--- src/rtl/sram_write_buffer_pkg.sv ---
// Shared helpers for the SRAM write buffer.
//   ring_offset: distance from base to idx around a ring of 'depth' slots,
//   used both for the occupancy mask and for age-ordered snoop scanning.
package sram_write_buffer_pkg;

  function automatic int unsigned ring_offset(input int unsigned idx,
                                              input int unsigned base,
                                              input int unsigned depth);
    return (idx + depth - base) % depth;
  endfunction

endpackage

--- src/rtl/sram_wb_snoop.sv ---
// Snoop lookup for the SRAM write buffer.
// Compares snoop_addr_i against every occupied entry and returns the data of
// the youngest match (the one nearest newest_idx_i).
// Ports:
//   occ_mask_i   - bit i set when entry i holds pending data
//   addr_flat_i  - entry addresses, entry i at [i*ADDR_WIDTH +: ADDR_WIDTH]
//   data_flat_i  - entry data, entry i at [i*DATA_WIDTH +: DATA_WIDTH]
//   newest_idx_i - index of the most recently written entry
//   snoop_addr_i - lookup address
//   hit_o/data_o - match flag and youngest matching data (0 on miss)
module sram_wb_snoop
  import sram_write_buffer_pkg::*;
#(
  parameter int ADDR_WIDTH = 17,
  parameter int DATA_WIDTH = 8,
  parameter int DEPTH      = 16,
  localparam int PW        = $clog2(DEPTH)
) (
  input  logic [DEPTH-1:0]            occ_mask_i,
  input  logic [DEPTH*ADDR_WIDTH-1:0] addr_flat_i,
  input  logic [DEPTH*DATA_WIDTH-1:0] data_flat_i,
  input  logic [PW-1:0]               newest_idx_i,
  input  logic [ADDR_WIDTH-1:0]       snoop_addr_i,
  output logic                        hit_o,
  output logic [DATA_WIDTH-1:0]       data_o
);

  logic                  hit_s;
  logic [DATA_WIDTH-1:0] data_s;
  logic [PW-1:0]         idx_s;
  logic                  match_s;

  // Scan oldest-to-youngest so the last match seen (the youngest) wins.
  always_comb begin
    hit_s   = 1'b0;
    data_s  = '0;
    idx_s   = '0;
    match_s = 1'b0;
    for (int k = DEPTH - 1; k >= 0; k--) begin
      idx_s   = PW'(ring_offset(32'(newest_idx_i), 32'(k), 32'(DEPTH)));
      match_s = occ_mask_i[idx_s] &&
                (addr_flat_i[idx_s*ADDR_WIDTH +: ADDR_WIDTH] == snoop_addr_i);
      hit_s   = hit_s | match_s;
      data_s  = match_s ? data_flat_i[idx_s*DATA_WIDTH +: DATA_WIDTH] : data_s;
    end
  end

  assign hit_o  = hit_s;
  assign data_o = data_s;

endmodule

--- src/rtl/sram_write_buffer.sv ---
// In-order write buffer between the CPU store path and the SRAM arbiter.
// Back-to-back writes to the newest entry's address merge into that entry.
// Ports:
//   clk, reset (sync, active-low)
//   wr_addr/wr_data/wr_en         - push request
//   full/almost_full/level        - occupancy, from registered pointers only
//   overflow                      - sticky, a push was dropped
//   rd_addr/rd_data/rd_valid/rd_en - head entry and pop
//   snoop_addr/snoop_hit/snoop_data - combinational lookup of pending data
module sram_write_buffer
  import sram_write_buffer_pkg::*;
#(
  parameter int ADDR_WIDTH  = 17,
  parameter int DATA_WIDTH  = 8,
  parameter int DEPTH       = 16,
  parameter int AFULL_LEVEL = 12,
  parameter int COALESCE    = 1,
  localparam int PW         = $clog2(DEPTH)
) (
  input  logic                  clk,
  input  logic                  reset,
  input  logic [ADDR_WIDTH-1:0] wr_addr,
  input  logic [DATA_WIDTH-1:0] wr_data,
  input  logic                  wr_en,
  output logic                  full,
  output logic                  almost_full,
  output logic [PW:0]           level,
  output logic                  overflow,
  output logic [ADDR_WIDTH-1:0] rd_addr,
  output logic [DATA_WIDTH-1:0] rd_data,
  output logic                  rd_valid,
  input  logic                  rd_en,
  input  logic [ADDR_WIDTH-1:0] snoop_addr,
  output logic                  snoop_hit,
  output logic [DATA_WIDTH-1:0] snoop_data
);

  logic [ADDR_WIDTH-1:0] addr_mem_q [DEPTH];
  logic [DATA_WIDTH-1:0] data_mem_q [DEPTH];

  logic [PW:0] wr_ptr_q, wr_ptr_d;
  logic [PW:0] rd_ptr_q, rd_ptr_d;
  logic        overflow_q, overflow_d;

  logic [PW:0]   level_s;
  logic [PW-1:0] wr_idx_s, rd_idx_s, newest_idx_s;
  logic          full_s, valid_s, pop_s, coalesce_s, push_s, drop_s;

  logic [DEPTH-1:0]            occ_mask_s;
  logic [DEPTH*ADDR_WIDTH-1:0] addr_flat_s;
  logic [DEPTH*DATA_WIDTH-1:0] data_flat_s;

  assign level_s      = wr_ptr_q - rd_ptr_q;
  assign wr_idx_s     = wr_ptr_q[PW-1:0];
  assign rd_idx_s     = rd_ptr_q[PW-1:0];
  assign newest_idx_s = wr_idx_s - PW'(1);
  assign full_s       = (level_s == (PW+1)'(DEPTH));
  assign valid_s      = (level_s != '0);
  assign pop_s        = rd_en && valid_s;

  // Write-action resolution: coalesce beats push beats drop. Merging into a
  // sole entry that is being popped would lose the write, so that case pushes.
  always_comb begin
    coalesce_s = (COALESCE == 1) && wr_en && valid_s &&
                 (wr_addr == addr_mem_q[newest_idx_s]) &&
                 !((level_s == (PW+1)'(1)) && rd_en);
    push_s     = wr_en && !coalesce_s && !full_s;
    drop_s     = wr_en && !coalesce_s && full_s;
  end

  // Next-state for pointers and the sticky overflow flag.
  always_comb begin
    wr_ptr_d   = wr_ptr_q;
    rd_ptr_d   = rd_ptr_q;
    overflow_d = overflow_q;
    if (push_s) begin
      wr_ptr_d = wr_ptr_q + (PW+1)'(1);
    end else begin
      wr_ptr_d = wr_ptr_q;
    end
    if (pop_s) begin
      rd_ptr_d = rd_ptr_q + (PW+1)'(1);
    end else begin
      rd_ptr_d = rd_ptr_q;
    end
    if (drop_s) begin
      overflow_d = 1'b1;
    end else begin
      overflow_d = overflow_q;
    end
  end

  // Pointer and flag registers with synchronous active-low reset.
  always_ff @(posedge clk) begin
    if (!reset) begin
      wr_ptr_q   <= '0;
      rd_ptr_q   <= '0;
      overflow_q <= 1'b0;
    end else begin
      wr_ptr_q   <= wr_ptr_d;
      rd_ptr_q   <= rd_ptr_d;
      overflow_q <= overflow_d;
    end
  end

  // Entry storage; contents survive reset, only the pointers are cleared.
  always_ff @(posedge clk) begin
    if (push_s) begin
      addr_mem_q[wr_idx_s] <= wr_addr;
      data_mem_q[wr_idx_s] <= wr_data;
    end else if (coalesce_s) begin
      data_mem_q[newest_idx_s] <= wr_data;
    end
  end

  // Occupancy mask and flattened entry views for the snoop comparator.
  always_comb begin
    occ_mask_s  = '0;
    addr_flat_s = '0;
    data_flat_s = '0;
    for (int i = 0; i < DEPTH; i++) begin
      occ_mask_s[i] = (ring_offset(32'(i), 32'(rd_idx_s), 32'(DEPTH)) < 32'(level_s));
      addr_flat_s[i*ADDR_WIDTH +: ADDR_WIDTH] = addr_mem_q[i];
      data_flat_s[i*DATA_WIDTH +: DATA_WIDTH] = data_mem_q[i];
    end
  end

  sram_wb_snoop #(
    .ADDR_WIDTH (ADDR_WIDTH),
    .DATA_WIDTH (DATA_WIDTH),
    .DEPTH      (DEPTH)
  ) u_snoop (
    .occ_mask_i   (occ_mask_s),
    .addr_flat_i  (addr_flat_s),
    .data_flat_i  (data_flat_s),
    .newest_idx_i (newest_idx_s),
    .snoop_addr_i (snoop_addr),
    .hit_o        (snoop_hit),
    .data_o       (snoop_data)
  );

  assign full        = full_s;
  assign almost_full = (level_s >= (PW+1)'(AFULL_LEVEL));
  assign level       = level_s;
  assign overflow    = overflow_q;
  assign rd_valid    = valid_s;
  assign rd_addr     = addr_mem_q[rd_idx_s];
  assign rd_data     = data_mem_q[rd_idx_s];

endmodule

--- config.mk ---
export PLATFORM = sky130hd
export DESIGN_NAME = sram_write_buffer
export DESIGN_NICKNAME = d
export VERILOG_FILES = /design/src/rtl/sram_write_buffer_pkg.sv /design/src/rtl/sram_wb_snoop.sv /design/src/rtl/sram_write_buffer.sv
export SDC_FILE = /design/constraint.sdc
export NUM_CORES = 2
export LEC_CHECK = 0
export CAP_MARGIN = 5
export CORE_MARGIN = 2
export CORE_UTILIZATION = 25
export DETAILED_ROUTE_END_ITERATION = 7
export DONT_BUFFER_PORTS = 1
export GPL_ROUTABILITY_DRIVEN = 1
export GPL_TIMING_DRIVEN = 0
export SYNTH_ARGS = -nofsm -noshare
export SYNTH_HDL_FRONTEND = slang
export SYNTH_SLANG_ARGS = --single-unit
--- constraint.sdc ---
create_clock -name clk -period 9 [get_ports clk]
set_input_delay 0.45 -clock clk [delete_from_list [all_inputs] [get_ports clk]]
set_output_delay 0.45 -clock clk [all_outputs]
set_load 0.03 [all_outputs]
### Yosys cells after proc, flatten, opt, wreduce, memory -nomap -nowiden

Memory sizes are Yosys's and may differ from the RTL's. A register that Yosys moved wholly into a read port is not among the register bits.
Cells that the tools add are included.

* flip-flop bits (word level): 11
* latch bits: 0
* bits in writable memories: 400
* bits in read-only memories: 0
* input bits: 46
* output and inout bits: 43
* word-level logic and storage cells: 245
* memories: 2

* $add $sub $neg: 36
* multipliers: 16
* div/mod/pow operators: 0
* order comparisons: 33
* equality and inequality tests: 19
* shift-type cells: 32
* muxes and demuxes: 60
* bitwise gates (word level): 15
* reductions and logical operators: 29

Memory list
* addr_mem_q: depth 16, width 17, rd ports 18, clocked after memory_dff 1, write ports 1, line sram_write_buffer.sv:38 `logic [ADDR_WIDTH-1:0] addr_mem_q [DEPTH];`
* data_mem_q: depth 16, width 8, rd ports 17, clocked after memory_dff 1, write ports 1, line sram_write_buffer.sv:39 `logic [DATA_WIDTH-1:0] data_mem_q [DEPTH];`

Operators by type and width (count)
* $shiftx 272x10->17: 16
* $shiftx 128x8->8: 16
* $eq 17x17->1: 17
* $mul 4x5->9 const B: 16
* $mux 8: 17
* $lt 4x5->1: 16
* $lt 4x5->1 const B: 16
* $bmux 1 s4: 16
* $sub 4x4->4 const A: 8
* $sub 4x4->4 const B: 8
* $logic_and 1x1->1: 24
* $mux 1: 22
* $mux 4: 5
* $sub 3x4->4 const A: 4
* $sub 4x3->4 const B: 4
* $or 1x1->1: 15
* $add 5x1->5 const B: 2
* $reduce_or 8->1: 1
* $sub 1x4->4 const A: 2
* $sub 2x4->4 const A: 2
* $sub 4x1->4 const B: 2
* $sub 4x2->4 const B: 2
* $eq 5x1->1 const B: 1
* $eq 5x5->1 const B: 1
* other kinds (5): 7

### Logic depth before layout (Yosys ltp)

* depth in word-level cells: 23
* gate-level depth with buffers: 31
* depth with buffers taken out: 19

### Cells and area by module

From an unflattened synthesis, not the netlist that was laid out.

* cell total of the unflattened synthesis: 3440
* area, all modules: 46738.6 um2

Modules (own cells, without submodules)
* sram_wb_snoop: times used 1, cells each 2413, area an instance 27198.6 um2, seq. area each 0.0 um2
* sram_write_buffer: times used 1, cells each 1027, area an instance 19540.0 um2, seq. area each 12311.8 um2

### Least setup slack after synthesis

Ideal clock, no wire load.

* path kind: flip-flop to output port
* start point: register wr_ptr_q[0]
* end point: output port snoop_data[6]
* arrival time: 7623 ps
* data required time: 8550 ps
* setup slack: 927 ps
* cell stages (with the launch flop): 28
* path buffers: 13
* cell sequence: dfxtp_1 -> buf_4 -> buf_6 -> inv_1 -> clkbuf_1 -> clkbuf_1 -> ha_1 -> xor2_2 -> buf_2 -> clkbuf_1 -> clkbuf_1 -> clkbuf_1 -> buf_1 -> ha_1 -> clkbuf_1 -> o21a_1 -> o21ai_0 -> xnor2_1 -> buf_4 -> buf_2 -> mux4_2 -> xor2_1 -> nand4_1 -> a211o_1 -> clkbuf_1 -> o221ai_1 -> nor4_1 -> o31a_1

* longest elaborated chain between the ends: 23
* elaborated cells on any way between the ends: 162
* those cells by class: add/sub (18); mul (16); order compare (16); eq/ne (16); shift (32); mux (48); reduce/logical (16)

RTL lines
* start, declared: line sram_write_buffer.sv:41 `logic [PW:0] wr_ptr_q, wr_ptr_d;`
* start signal, assigned: line sram_write_buffer.sv:100 `wr_ptr_q <= wr_ptr_d;`
* $sub 4x1->4 *: line sram_write_buffer.sv:56 `assign newest_idx_s = wr_idx_s - PW'(1);`
* via newest_idx_s[0]: line sram_write_buffer.sv:46 `logic [PW-1:0] wr_idx_s, rd_idx_s, newest_idx_s;`
* $add 4x1->4 *: line sram_write_buffer_pkg.sv:9 `return (idx + depth - base) % depth;`
* $sub 4x4->4: line sram_write_buffer_pkg.sv:9
* $mul 4x5->9: line sram_wb_snoop.sv:42 `(addr_flat_i[idx_s*ADDR_WIDTH +: ADDR_WIDTH] == snoop_addr_i);`
* $shiftx 272x10->17: line sram_wb_snoop.sv:42
* $eq 17x17->1: line sram_wb_snoop.sv:42
* $logic_and 1x1->1: line sram_wb_snoop.sv:41 `match_s = occ_mask_i[idx_s] &&`
* $mux 8 (15 in series): line sram_wb_snoop.sv:44 `data_s = match_s ? data_flat_i[idx_s*DATA_WIDTH +: DATA_WIDTH] : data_s;`
* $mux 8 *: line sram_wb_snoop.sv:44
* end, declared: line sram_write_buffer.sv:35 `output logic [DATA_WIDTH-1:0] snoop_data`

Mark *: on every way through the listed nets, which the timed path passes. The rest lies on a longest branch. The select of a mux whose other input is x is not followed.

### Worst setup path after layout

* start point: register wr_ptr_q[0]
* end point: output port snoop_data[5]

Same word-level chain as after synthesis.

==> results.sh <==
export IMPL_num_rows=150
export IMPL_setup_ws_ps=-138
export IMPL_grt_max_degree=30
export IMPL_ys_ff_latch=415
export IMPL_r2r_setup_slack_ps=310
export IMPL_synthSimpleGateAreaFrac_pct=7.99
export IMPL_synth_edf_count=400
export IMPL_initial_utilization_pct=25.2
export IMPL_h_tree_depth=2
export IMPL_vdd_drop_max_mv=0.193
export IMPL_overflow=0
export IMPL_muxShareOfSynthArea_pct=44.8
export IMPL_hpwl_um=189000
export IMPL_hold_ws_ps=298
export IMPL_seq_area_sq_mm=0.0123
export IMPL_skew_ps=77.2
export IMPL_yosysUniqueCellTypes=90
export IMPL_synth_area_per_cell_sq_um=12.1
export IMPL_gp_congestion=1.11
export IMPL_internal_power_mw=10.2
export IMPL_clock_latency_ps=690
export IMPL_io_pins=89
export IMPL_wl_um=233000
export IMPL_min_path_cells=2
export IMPL_status="finished, violations left"
export IMPL_syn_area_sq_mm=0.0422
export IMPL_reg2reg_depth=20
export IMPL_clkSinkCount=415
export IMPL_synth_compound_area_share_pct=6.61
export IMPL_die_y_um=415
export IMPL_remaining_drc_errors=0
export IMPL_max_cap_violations=2
export IMPL_comb_power_share_pct=81.1
export IMPL_powerDensity_mw_per_mm2=466
export IMPL_drtPass1Iterations=5
export IMPL_timing_fmax_mhz=109
export IMPL_fin_crit_sh_pct=102
export IMPL_period_needed_ps=9140
export IMPL_cts_buffer_depth=3
export IMPL_min_from="reset"
export IMPL_worstMarginPinSlew_ps=1570
export IMPL_die_area_sq_mm=0.172
export IMPL_final_max_slew_violation_count=22
export IMPL_whs_endpoint="wr_ptr_q[1]"
export IMPL_grt_setup_unrepaired="false"
export IMPL_syn2layout_area_growth_pct=14.5
export IMPL_postRouteAntennaNets=0
export IMPL_tritoncts="yes"
export IMPL_synth_common_cells="mux2i_1 (582), mux4_2 (477), edfxtp_1 (400)"
export IMPL_coreArea_sq_mm=0.167
export IMPL_min_path_type="in -> reg"
export IMPL_hold_violations=0
export IMPL_cp_required_ps=8550
export IMPL_synth_fp_nets=3564
export IMPL_clk_pin_slew_ps=70
export IMPL_ys_seq_area_share_pct=29.2
export IMPL_setup_viol_count_final=4
export IMPL_r2r_end="data_mem_q[13][5]"
export IMPL_synthXorXnorAreaFrac_pct=6.44
export IMPL_yosys_top_cells_area="edfxtp_1 (28%), mux4_2 (25%), mux2i_1 (14%)"
export IMPL_total_power_mw=22.5
export IMPL_synth_top_family_by_area="multiplexers"
export IMPL_multi_input_area_sq_mm=0.0289
export IMPL_port_buffers=0
export IMPL_r2r_start="wr_ptr_q[0]"
export IMPL_switching_share_pct=54.8
export IMPL_synth_main_ff_cell="edfxtp_1"
export IMPL_dr_first_iter_drc_count=5469
export IMPL_grt_use_total_pct=26.1
export IMPL_slew_headroom_pct=-4.87
export IMPL_violations="capacitance limit, slew limit, setup timing"
export IMPL_async_reset_ff_share_pct=0
export IMPL_drive_above_1_share_pct=29.9
export IMPL_synth_top_cell_area_share_pct=28.5
export IMPL_nets=3683
export IMPL_numCtsBuffers=46
export IMPL_yosysWarnings=0
export IMPL_cts_root_buf="clkbuf_16"
export IMPL_vias=36479
export IMPL_cp_max_fo=13
export IMPL_die_w_um=415
export IMPL_path_class="reg -> out"
export IMPL_pwr_share_seq_pct=10.2
export IMPL_fillCellCount=17096
export IMPL_worstSetupStartpoint="wr_ptr_q[0]"
export IMPL_synthAdderAreaFrac_pct=1.30
export IMPL_p_leak_nw=16.3
export IMPL_startpoint_type="flip-flop"
export IMPL_grt_pass1_vias=34398
export IMPL_synth_most_common_cell="mux2i_1"
export IMPL_grt_pass1_wl_um=308000
export IMPL_synth_top_cell_by_area="edfxtp_1"
export IMPL_antenna_found_initial=17
export IMPL_syn_inst=3486
export IMPL_pwr_share_clk_pct=8.7
export IMPL_arrival_ps=8690
export IMPL_wl_per_cell_um=39.7
export IMPL_net_switching_power_mw=12.4
export IMPL_via_per_inst=6.23
export IMPL_critPathCaptureType="output port"
[sequential cells by signal, indices dropped and copies added (netlist names), named ones only]
signal,cells
addr_mem_q,272
data_mem_q,128
rd_ptr_q,5
wr_ptr_q,5
overflow,1
[stage by stage]
| stage | TNS (ps) | std cells | utilization [%] | instance area [sq um] | worst slack, ps |
|---|---|---|---|---|---|
| after floorplan | 0 | 3486 | - | 42200 | 927 |
| after global placement | -400620 | 5690 | 26.8 | 44900 | -4430 |
| after detailed placement | -38870 | 5726 | 27.3 | 45700 | -4210 |
| after CTS | 0 | 5836 | 28.7 | 48100 | 24.8 |
| after global routing | 0 | 5847 | 28.8 | 48300 | 11.6 |
| final | -274 | 5856 | 28.9 | 48300 | -138 |
[area by class of cell]
type,count,share of cell area [%]
diodes,15,0.0777
plain buffers,306,3.48
clock buffers,50,2.41
clock inverters,30,0.733
inverters,26,0.210
multi-input cells,2733,59.9
flip-flops and latches,415,25.5
well taps,2204,5.71
repair buffers,77,2.03
[layer usage]
layer	share of wire, %	global-route usage, %	vias to the layer above
li1	-	-	14146
met1	37	33.1	18740
met2	42	37.8	2986
met3	14	9.52	597
met4	7.1	15.4	10
met5	0.032	0	-
[how the worst max path moves through the flow]
stage | cells after the start | to | slack [ps]
2_1_floorplan | 27 | snoop_data[6] | 930
3_3_place_gp | 30 | snoop_data[6] | -4430
3_5_place_dp | 29 | snoop_data[7] | -4210
4_1_cts | 23 | snoop_data[4] | 20
5_1_grt | 30 | snoop_data[5] | 10
6_report | 21 | snoop_data[5] | -140
[critical path, cell delays in order, from the launching register on]
cell and delay (ps):
dfxtp_4 460, buf_4 260, buf_6 220, inv_1 160
buf_6 190, clkbuf_8 190, ha_1 370, buf_2 220
inv_2 220, clkbuf_1 830, mux2i_1 1140, mux2i_1 290
mux2i_1 580, xor2_1 180, nor4_1 470, nand3_1 200
nor4_4 850, buf_2 390, a21oi_1 80, a22o_1 190
a21oi_1 160, o31a_1 390
[cells by family after synthesis]
logic type | count (synthesis)
mux | 1265
simple gates | 675
compound gates | 446
flops | 415
buf+inv | 338
xor+xnor | 301
fa+ha+maj | 46
[placed cells by master, fill, tap and decap left out, types with 18 or more instances in the layout]
master         count
a21oi_1          136
a31oi_1           23
and2_1            56
and3_1            18
buf_1             41
buf_2             77
buf_4             56
buf_6             32
clkbuf_1          97
clkbuf_16         46
clkbuf_2          19
dlygate4sd3_1     27
edfxtp_1         400
ha_1              28
inv_1             21
mux2_2           205
mux2i_1          582
mux4_2           477
nand2_1          203
nand3_1           48
nand4_1           41
nor2_1           106
nor3_1            51
nor4_1            25
o21ai_0          106
or3_1             20
xnor2_1          146
xor2_1           133
[power groups by stage]
stage                     Clock, mW  Combinational, mW  Sequential (mW)
final                          1.95               18.3             2.30
after global routing           2.02               18.7             2.30
after CTS                      1.96               17.5             2.29
after detailed placement          0               17.1             2.33
after global placement            0               17.1             2.33
after floorplan                   0               11.3             2.30
[repair_timing]
action,in CTS,in global routing
hold buffers,27,0
resized for setup,163,35
setup endpoints to repair,57,9
pin swaps,16,11
endpoints found under the hold margin,402,0
buffers inserted,7,3
Power figures use the tool's default switching activity.
